File: src/rtl/seg7_scan_mux.sv
// rtl/seg7_scan_mux.sv - time-multiplexed scan controller for a common-anode 7-segment display
//
// Ports:
//   i_clk          system clock, rising edge
//   i_rst_n        asynchronous active-low reset
//   i_load         capture iv_value into the shadow register
//   iv_value       packed hex digits, [3:0] = digit 0 (rightmost)
//   iv_blank_mask  bit n high keeps digit n dark (slot still consumed)
//   ov_nibble      registered nibble for the downstream segment decoder
//   ov_digit_en_n  registered active-low digit enables, at most one low
//   ov_frame       one-cycle pulse after the scan wraps from the last digit to digit 0

module seg7_scan_mux #(
  parameter int DIGITS       = 4,
  parameter int REFRESH_DIV  = 50000,
  parameter int BLANK_CYCLES = 16
) (
  input  logic                  i_clk,
  input  logic                  i_rst_n,
  input  logic                  i_load,
  input  logic [4*DIGITS-1:0]   iv_value,
  input  logic [DIGITS-1:0]     iv_blank_mask,
  output logic [3:0]            ov_nibble,
  output logic [DIGITS-1:0]     ov_digit_en_n,
  output logic                  ov_frame
);

  localparam int CNT_W = $clog2(REFRESH_DIV);
  localparam int IDX_W = $clog2(DIGITS);

  localparam logic [CNT_W-1:0] CNT_LAST = CNT_W'(REFRESH_DIV - 1);
  localparam logic [CNT_W-1:0] CNT_SHOW = CNT_W'(BLANK_CYCLES - 1);
  localparam logic [IDX_W-1:0] IDX_LAST = IDX_W'(DIGITS - 1);

  localparam logic [0:0] ST_BLANK = 1'b0;
  localparam logic [0:0] ST_SHOW  = 1'b1;

  logic [4*DIGITS-1:0] shadow_q, shadow_d;
  logic [CNT_W-1:0]    cnt_q, cnt_d;
  logic [IDX_W-1:0]    idx_q, idx_d;
  logic [0:0]          state_q, state_d;
  logic [3:0]          nibble_q, nibble_d;
  logic [DIGITS-1:0]   en_n_q, en_n_d;
  logic                frame_q, frame_d;

  logic                wrap;
  logic [DIGITS-1:0]   en_show;

  always_comb begin
    wrap     = (cnt_q == CNT_LAST);
    cnt_d    = wrap ? '0 : cnt_q + 1'b1;

    idx_d = idx_q;
    if (wrap) begin
      idx_d = (idx_q == IDX_LAST) ? '0 : idx_q + 1'b1;
    end

    shadow_d = i_load ? iv_value : shadow_q;

    // Nibble follows the post-update index but the pre-update shadow, so a
    // load is visible one edge after capture and a wrap is visible at once.
    nibble_d = 4'h0;
    for (int i = 0; i < DIGITS; i++) begin
      if (idx_d == IDX_W'(i)) begin
        nibble_d = shadow_q[4*i +: 4];
      end
    end

    // Enable pattern for the current digit; mask is sampled live.
    for (int i = 0; i < DIGITS; i++) begin
      en_show[i] = !((idx_q == IDX_W'(i)) && !iv_blank_mask[i]);
    end

    state_d = state_q;
    en_n_d  = '1;
    if (state_q == ST_BLANK) begin
      if (cnt_q == CNT_SHOW) begin
        state_d = ST_SHOW;
        en_n_d  = en_show;
      end
    end else begin
      if (wrap) begin
        state_d = ST_BLANK;
      end else begin
        en_n_d = en_show;
      end
    end

    frame_d = wrap && (idx_q == IDX_LAST);
  end

  always_ff @(posedge i_clk or negedge i_rst_n) begin
    if (!i_rst_n) begin
      shadow_q <= '0;
      cnt_q    <= '0;
      idx_q    <= '0;
      state_q  <= ST_BLANK;
      nibble_q <= 4'h0;
      en_n_q   <= '1;
      frame_q  <= 1'b0;
    end else begin
      shadow_q <= shadow_d;
      cnt_q    <= cnt_d;
      idx_q    <= idx_d;
      state_q  <= state_d;
      nibble_q <= nibble_d;
      en_n_q   <= en_n_d;
      frame_q  <= frame_d;
    end
  end

  assign ov_nibble     = nibble_q;
  assign ov_digit_en_n = en_n_q;
  assign ov_frame      = frame_q;

endmodule

File: config.mk
export PLATFORM = sky130hd
export DESIGN_NAME = seg7_scan_mux
export DESIGN_NICKNAME = d
export VERILOG_FILES = /design/src/rtl/seg7_scan_mux.sv
export SDC_FILE = /design/constraint.sdc
export NUM_CORES = 1
export LEC_CHECK = 0
export ABC_AREA = 1
export CORE_MARGIN = 2
export CORE_UTILIZATION = 45
export CTS_BUF_LIST = sky130_fd_sc_hd__clkbuf_2
export CTS_CLUSTER_DIAMETER = 30
export DETAILED_ROUTE_END_ITERATION = 8
export PLACE_DENSITY_LB_ADDON = 0.08
export SLEW_MARGIN = 25
export SYNTH_ARGS = -nofsm -noshare
export SYNTH_HDL_FRONTEND = slang
export SYNTH_SLANG_ARGS = --single-unit
export TNS_END_PERCENT = 100
File: constraint.sdc
create_clock -name i_clk -period 2.9 [get_ports i_clk]
set_input_delay 0.58 -clock i_clk [delete_from_list [all_inputs] [get_ports i_clk]]
set_output_delay 0.58 -clock i_clk [all_outputs]
set_load 0.005 [all_outputs]
==> parameters.txt, run 1 <==
Parameter                              Value

Synth
  Mapped Nets    236
  Share of async-settable or async-resettable flops after synthesis    1.00
  Number of standard cells after synthesis    208
  #FFs+latches synth    44
  Synth unique cells    31
  Most area-hungry cell type in the Yosys netlist    sky130_fd_sc_hd__dfrtp_1
  Synth top area share    0.468
  Number of synthesized flops with an enable pin    0
  Cells taking the most area after synthesis    sky130_fd_sc_hd__dfrtp_1 47%, sky130_fd_sc_hd__mux2_2 8.4%, sky130_fd_sc_hd__nand3_1 5.6%, sky130_fd_sc_hd__dfstp_2 4.9%, sky130_fd_sc_hd__nand2_1 4.4%
  Share of synthesized area occupied by flip-flops and latches    0.518
  Post-Syn Area per Cell    10.3 sq um
  Most used DFF post-synth    sky130_fd_sc_hd__dfrtp_1
  Total standard cell area after synthesis    0.00214 sq mm
  Synth warnings    0

Status
  Result of the run    complete, no violations

Clock tree
  Clk slew on worst S/H paths    0.21 ns
  Buffer count from post-CTS setup fixing    0
  Clock buffers created by TritonCTS    5
  H-tree Lvls    2
  CTS root buffer    sky130_fd_sc_hd__clkbuf_2
  Buffer levels on the longest clock path    2
  Count of cells resized by post-cts repair    0
  Clock sink total    44
  CTS tree    yes
  Hold_buf cts    0
  Clock latency on the worst-skew pair    0.41 ns

Timing
  Final clock period utilization by the worst path    0.702
  Post-route clock skew    0.00585 ns
  Highest clock frequency the design can meet    491 MHz
  Count of final hold-check violations    0
  Worst slew margin    0.528
  Finish-stage setup viols    0
  Unrepaired setup endpoints after global routing    false
  Shortest period the worst path allows    2.03 ns
  Worst-margin pin slew    0.705 ns
  Fin. max-slew vios    0
  Worst-case setup margin in the final layout    0.865 ns
  Setup tns final    0 ns

Critical path
  Required time at the endpoint of the critical path    2.32 ns
  Worst setup EP type    output port
  Family of cells with the greatest summed delay on the critical path    flip-flops
  Maximum fanout along the worst path    1
  CP max-delay cell    sky130_fd_sc_hd__dfstp_2
  Arrival time worst endpoint    1.45 ns
  Sort of element at the start of the critical path    register
  Ordered list of cells on the worst path    clkdlybuf4s50_1
  Delay of the slowest critical-path stage    0.56 ns
  Worst Path Buf+Inv    1
  Register-to-register setup slack    1.20 ns
  Kind of critical path    reg2out

GRT
  Wire length of the first global-routing pass    6730 um
  Overall global routing resource usage    0.167
  Vias in the first global route    1506
  Antenna violations before repair    0
  Pin count of the biggest net entering global routing    45
  Overall overflow remaining after global route    0

Cells and area
  Non-filler instance count after layout    299
  Final Net Count    272
  Share of final-layout standard cells stronger than drive strength 1    0.208
  Area used by sequential logic in the layout    0.00111 sq mm
  Footprint of the multi-input gates    923 sq um
  Most common library cell in the layout ignoring fill and taps    sky130_fd_sc_hd__dfrtp_1
  Leading cell types in the layout, fill and taps excluded    40 x sky130_fd_sc_hd__dfrtp_1, 30 x sky130_fd_sc_hd__clkdlybuf4s50_1, 25 x sky130_fd_sc_hd__nand2_1
  Layout Area Growth over Synthesis    19.1%
  ANT cells    0
  Filler cell count    419

Pwr
  Sw Pwr    0.239 mW
  Leak    1.23 nW
  Share of power burned in combinational logic    0.088
  Proportion of total power due to net switching    0.238
  Power share of the clock group    0.256
  Register share of total power    0.656
  Total power divided by cell area    393 mW/mm^2
  Cell-internal power    0.762 mW
  Overall power of the completed layout    1.00 mW
  VDD IR max    0.000179 V

Route
  Detailed Route Iter0 Violations    66
  Average vias per placed instance    5.12
  Number of search-and-repair iterations in the first detailed-routing pass    4
  Drc violations    0
  Routed Antenna Nets    0
  Total Wirelength    3940 um
  Number of vias in the routed layout    1530
  Average wire per standard cell    13.2 um

Place
  Placed Instances    291
  Post-Place Setup Slack    0.811 ns
  HPWL after detailed placement    2880 um
  Routability Congestion    0.767
  I/O Buffers    31

Die
  Count of pins on the block boundary    32
  Area enclosed by the die boundary    0.00532 sq mm
  Initial Util    0.459
  Overall die width    72.9 um
  Core area    0.00466 sq mm
  Die boundary height    72.9 um
  Cell row count    25

Worst hold path
  Path category of the worst min-delay check    in2async

Job
  Max Cap Violations    0
-- layout make-up --
class                           count  area share
Clock buffer                        6      0.0118
Inverter                           26      0.0388
Multi-Input combinational cell    136       0.363
Tap cell                           54      0.0265
Clock inverter                      2     0.00442
Sequential cell                    44       0.435
Timing Repair Buffer               31       0.121
-- power groups by stage --
| stage | Combinational (mW) | Clock (mW) | Sequential [mW] |
|---|---|---|---|
| 2_1_floorplan | 0.0326 | 0 | 0.665 |
| 5_1_grt | 0.0969 | 0.291 | 0.661 |
| 6_report | 0.0884 | 0.256 | 0.657 |
| 3_5_place_dp | 0.0906 | 0 | 0.668 |
| 4_1_cts | 0.0907 | 0.276 | 0.658 |
| 3_3_place_gp | 0.0889 | 0 | 0.668 |
-- worst paths after layout --
kind                                                   end                        from  cells after the start
min in group i_clk                      cnt_q[0]$_DFF_PN0_          cnt_q[0]$_DFF_PN0_                      1
worst min register to register          cnt_q[0]$_DFF_PN0_          cnt_q[0]$_DFF_PN0_                      1
worst max-delay path                      ov_digit_en_n[2]  ov_digit_en_n[2]$_DFF_PN1_                      1
worst min-delay path                    ov_frame$_DFF_PN0_                     i_rst_n                      1
worst max register to register      ov_nibble[3]$_DFF_PN0_          cnt_q[0]$_DFF_PN0_                      8
max in group asynchronous       ov_digit_en_n[3]$_DFF_PN1_                     i_rst_n                      1
-- registers in the layout (all words and copies together), names as in the netlist --
| register | cells |
|---|---|
| ov_digit_en_n | 4 |
| state_q | 1 |
| idx_q | 2 |
| ov_frame | 1 |
| cnt_q | 16 |
| shadow_q | 16 |
| ov_nibble | 4 |
-- routing by layer --
metal	up-vias	part of all wire	GRT usage
li1	764	-	-
met1	727	0.48	0.234
met2	35	0.46	0.248
met5	-	0	0
met4	0	0.0091	0.0823
met3	4	0.046	0.0290
-- synth_stat cells (2+ instances only) --
library cell	number
sky130_fd_sc_hd__dfstp_2	4
sky130_fd_sc_hd__nor3_1	5
sky130_fd_sc_hd__ha_1	5
sky130_fd_sc_hd__nor4_1	2
sky130_fd_sc_hd__dfrtp_1	40
sky130_fd_sc_hd__nand3b_1	4
sky130_fd_sc_hd__inv_2	2
sky130_fd_sc_hd__nor2_2	4
sky130_fd_sc_hd__nand2_2	2
sky130_fd_sc_hd__nand2_4	6
sky130_fd_sc_hd__nand2_1	25
sky130_fd_sc_hd__inv_1	23
sky130_fd_sc_hd__nand3_1	24
sky130_fd_sc_hd__nor2_4	3
sky130_fd_sc_hd__nor3_2	3
sky130_fd_sc_hd__xnor2_1	3
sky130_fd_sc_hd__xor2_1	3
sky130_fd_sc_hd__nor2_1	11
sky130_fd_sc_hd__nand4_1	8
sky130_fd_sc_hd__a21oi_1	4
sky130_fd_sc_hd__o21ai_0	2
sky130_fd_sc_hd__mux2_2	16
-- per-stage QoR --
| step | hold slack [ns] | area, sq um | util |
|---|---|---|---|
| 2_1_floorplan | 0.284 | 2140 | - |
| 3_3_place_gp | 0.448 | 2500 | 0.537 |
| 3_5_place_dp | 0.459 | 2500 | 0.537 |
| 4_1_cts | 0.290 | 2540 | 0.546 |
| 5_1_grt | 0.129 | 2540 | 0.546 |
| 6_report | 0.115 | 2540 | 0.546 |
-- kinds of logic (layout without fill, tap and decap cells) --
| kind of cell | Yosys count | after routing | synth area share |
|---|---|---|---|
| multiplexers | 16 | 16 | 0.0843 |
| buffers and inverters | 28 | 65 | 0.0503 |
| XOR/XNOR | 6 | 6 | 0.0246 |
| AO/OA/AOI/OAI | 9 | 9 | 0.0234 |
| flip-flops | 44 | 44 | 0.518 |
| adder cells (fa/ha/maj) | 5 | 5 | 0.0293 |
| AND/OR/NAND/NOR | 100 | 100 | 0.270 |
Note: power is estimated with default switching activity, not from simulation.
==> run 2, diff against run 1 <==
Clock period 2.9 ns to 1.8 ns, I/O delays scaled along.
==> parameters.txt, run 2 (synthesis gave the netlist of run 1 again) <==
Parameter                              Value

Critical path
  Register-to-register setup slack    0.19 ns (-1.01 ns)
  Crit path launch    ov_nibble[2]$_DFF_PN0_
  Stages on worst setup path    1 (unchanged)
  Ordered list of cells on the worst path    clkdlybuf4s50_1
  Worst Path Buf+Inv    1 (unchanged)
  Worst setup EP type    output port
  CP max-delay cell    sky130_fd_sc_hd__clkdlybuf4s50_1
  Sort of element at the start of the critical path    register
  End point of the critical path    ov_nibble[2]
  Length in cells of the worst reg-to-reg path    8 (unchanged)
  Maximum fanout along the worst path    1 (unchanged)
  Worst R2R Start    cnt_q[13]$_DFF_PN0_
  Delay of the slowest critical-path stage    0.49 ns (-0.07 ns)
  Family of cells with the greatest summed delay on the critical path    buffers and inverters
  Arrival time worst endpoint    1.27 ns (-0.18 ns)
  Required time at the endpoint of the critical path    1.44 ns (-0.88 ns)
  Reg-to-reg endpoint    ov_nibble[0]$_DFF_PN0_
  Kind of critical path    reg2out

Timing
  Final clock period utilization by the worst path    0.908
  Setup tns final    0 ns (unchanged)
  Shortest period the worst path allows    1.63 ns
  Post-route clock skew    0.00864 ns (+0.00280 ns)
  Worst-margin pin slew    0.454 ns (-0.251 ns)
  Worst slew margin    0.697 (+0.169)
  Finish-stage setup viols    0 (unchanged)
  Count of final hold-check violations    0 (unchanged)
  Fin. max-slew vios    0 (unchanged)
  Highest clock frequency the design can meet    612 MHz
  Worst-case setup margin in the final layout    0.166 ns (-0.699 ns)
  Unrepaired setup endpoints after global routing    false

Status
  Result of the run    complete, no violations

Route
  Total Wirelength    4030 um (+2.3%)
  Number of vias in the routed layout    1523 (-0.46%)
  Routed Antenna Nets    0 (unchanged)
  Number of search-and-repair iterations in the first detailed-routing pass    4 (unchanged)
  Average wire per standard cell    13.3 um (+0.63%)
  Metal2 WL    1790 um (-1.3%)
  Average vias per placed instance    5.01 (-2.1%)
  Drc violations    0 (unchanged)
  Routed length on met1    2000 um (+4.9%)
  Top metal layer carrying routed signals    met4
  Detailed route wirelength on metal3    183 um (+1.7%)
  Detailed Route Iter0 Violations    73 (+11%)

Clock tree
  CTS root buffer    sky130_fd_sc_hd__clkbuf_2
  CTS tree    yes
  Clock sink total    44 (unchanged)
  Clk slew on worst S/H paths    0.20 ns (about the same)
  H-tree Lvls    2 (unchanged)
  Clock buffers created by TritonCTS    5 (unchanged)
  Buffer count from post-CTS setup fixing    0 (unchanged)
  Clock latency on the worst-skew pair    0.39 ns (-0.02 ns)
  Buffer levels on the longest clock path    2 (unchanged)

Pwr
  Total power divided by cell area    660 mW/mm^2 (+68%)
  VDD IR max    0.000435 V (+140%)
  Leak    1.27 nW (+3.2%)

Die
  Count of pins on the block boundary    32 (unchanged)
  Core area    0.00466 sq mm (unchanged)
  Area enclosed by the die boundary    0.00532 sq mm (unchanged)
  Initial Util    0.459 (unchanged)
  Overall die width    72.9 um (unchanged)
  Cell row count    25 (unchanged)
  Die boundary height    72.9 um (unchanged)

Cells and area
  Largest registers    cnt_q (16), shadow_q (16)
  Share of final-layout standard cells stronger than drive strength 1    0.216 (+0.00784)
  Most common library cell in the layout ignoring fill and taps    sky130_fd_sc_hd__dfrtp_1
  Layout Area Growth over Synthesis    23.0%
  Final Net Count    277 (+1.8%)
  ANT cells    0 (unchanged)
  Leading cell types in the layout, fill and taps excluded    40 x sky130_fd_sc_hd__dfrtp_1, 26 x sky130_fd_sc_hd__clkdlybuf4s50_1, 25 x sky130_fd_sc_hd__nand2_1

GRT
  Overall global routing resource usage    0.174 (+0.00727)
  Vias in the first global route    1499 (-0.46%)
  Pin count of the biggest net entering global routing    27 (-40%)
  Wire length of the first global-routing pass    7000 um (+4.0%)
  Overall overflow remaining after global route    0 (unchanged)
  Antenna violations before repair    0 (unchanged)

Place
  HPWL after detailed placement    3110 um (+7.8%)
  I/O Buffers    31 (unchanged)
  Post-Place Setup Slack    0.189 ns (-0.623 ns)
  Routability Congestion    0.814 (+6.0%)

Worst hold path
  Path category of the worst min-delay check    in2async

Job
  Max Cap Violations    0 (unchanged)
run 2: per-stage QoR:
| step | utilization | instances | total power, mW | cell area [sq um] | hold WS [ns] |
|---|---|---|---|---|---|
| 2_1_floorplan | - | 208 | 1.12 | 2140 | 0.0644 |
| 3_3_place_gp | 0.548 | 295 | 1.23 | 2560 | 0.328 |
| 3_5_place_dp | 0.548 | 295 | 1.23 | 2560 | 0.333 |
| 4_1_cts | 0.563 | 304 | 1.76 | 2620 | 0.383 |
| 5_1_grt | 0.564 | 304 | 1.82 | 2630 | 0.402 |
| 6_report | 0.564 | 304 | 1.73 | 2630 | 0.407 |
run 2: worst min path at each step:
stage / endpoint / slack (ns) / depth (start not counted)
final: cnt_q[7]$_DFF_PN0_ / 0.41 / 2
after global routing: cnt_q[7]$_DFF_PN0_ / 0.40 / 2
after CTS: cnt_q[7]$_DFF_PN0_ / 0.38 / 2
after detailed placement: cnt_q[12]$_DFF_PN0_ / 0.33 / 1
after global placement: cnt_q[12]$_DFF_PN0_ / 0.33 / 1
after floorplan: cnt_q[0]$_DFF_PN0_ / 0.06 / 0
run 2: layer usage:
metal  vias to the layer above  global-route usage
met5                         -                   0
met1                       704               0.240
met3                         5              0.0442
met4                         0              0.0556
met2                        32               0.269
li1                        782                   -
run 2: area by class of cell:
class	count	area, sq um
repair buffers	36	365
well taps	54	67.6
clock inverters	3	37.5
fillers	431	2030
flip-flops and latches	44	1110
clock buffers	5	25.0
multi-input cells	136	928
inverters	26	98.8
run 2: report_power, final:
group / switching, mW / internal [mW] / leakage [nW]
sequential: 0.0232 / 1.04 / 0.536
combinational: 0.0502 / 0.103 / 0.697
clock: 0.295 / 0.226 / 0.0380
total: 0.369 / 1.37 / 1.27
run 2: timing repair:
action / 4_1_cts / 5_1_grt
endpoints found under the setup margin: 4 / 3
resized for setup: 4 / 1
hold endpoints to repair: 18 / 0
pin swaps: 0 / 0
hold buffers: 1 / 0
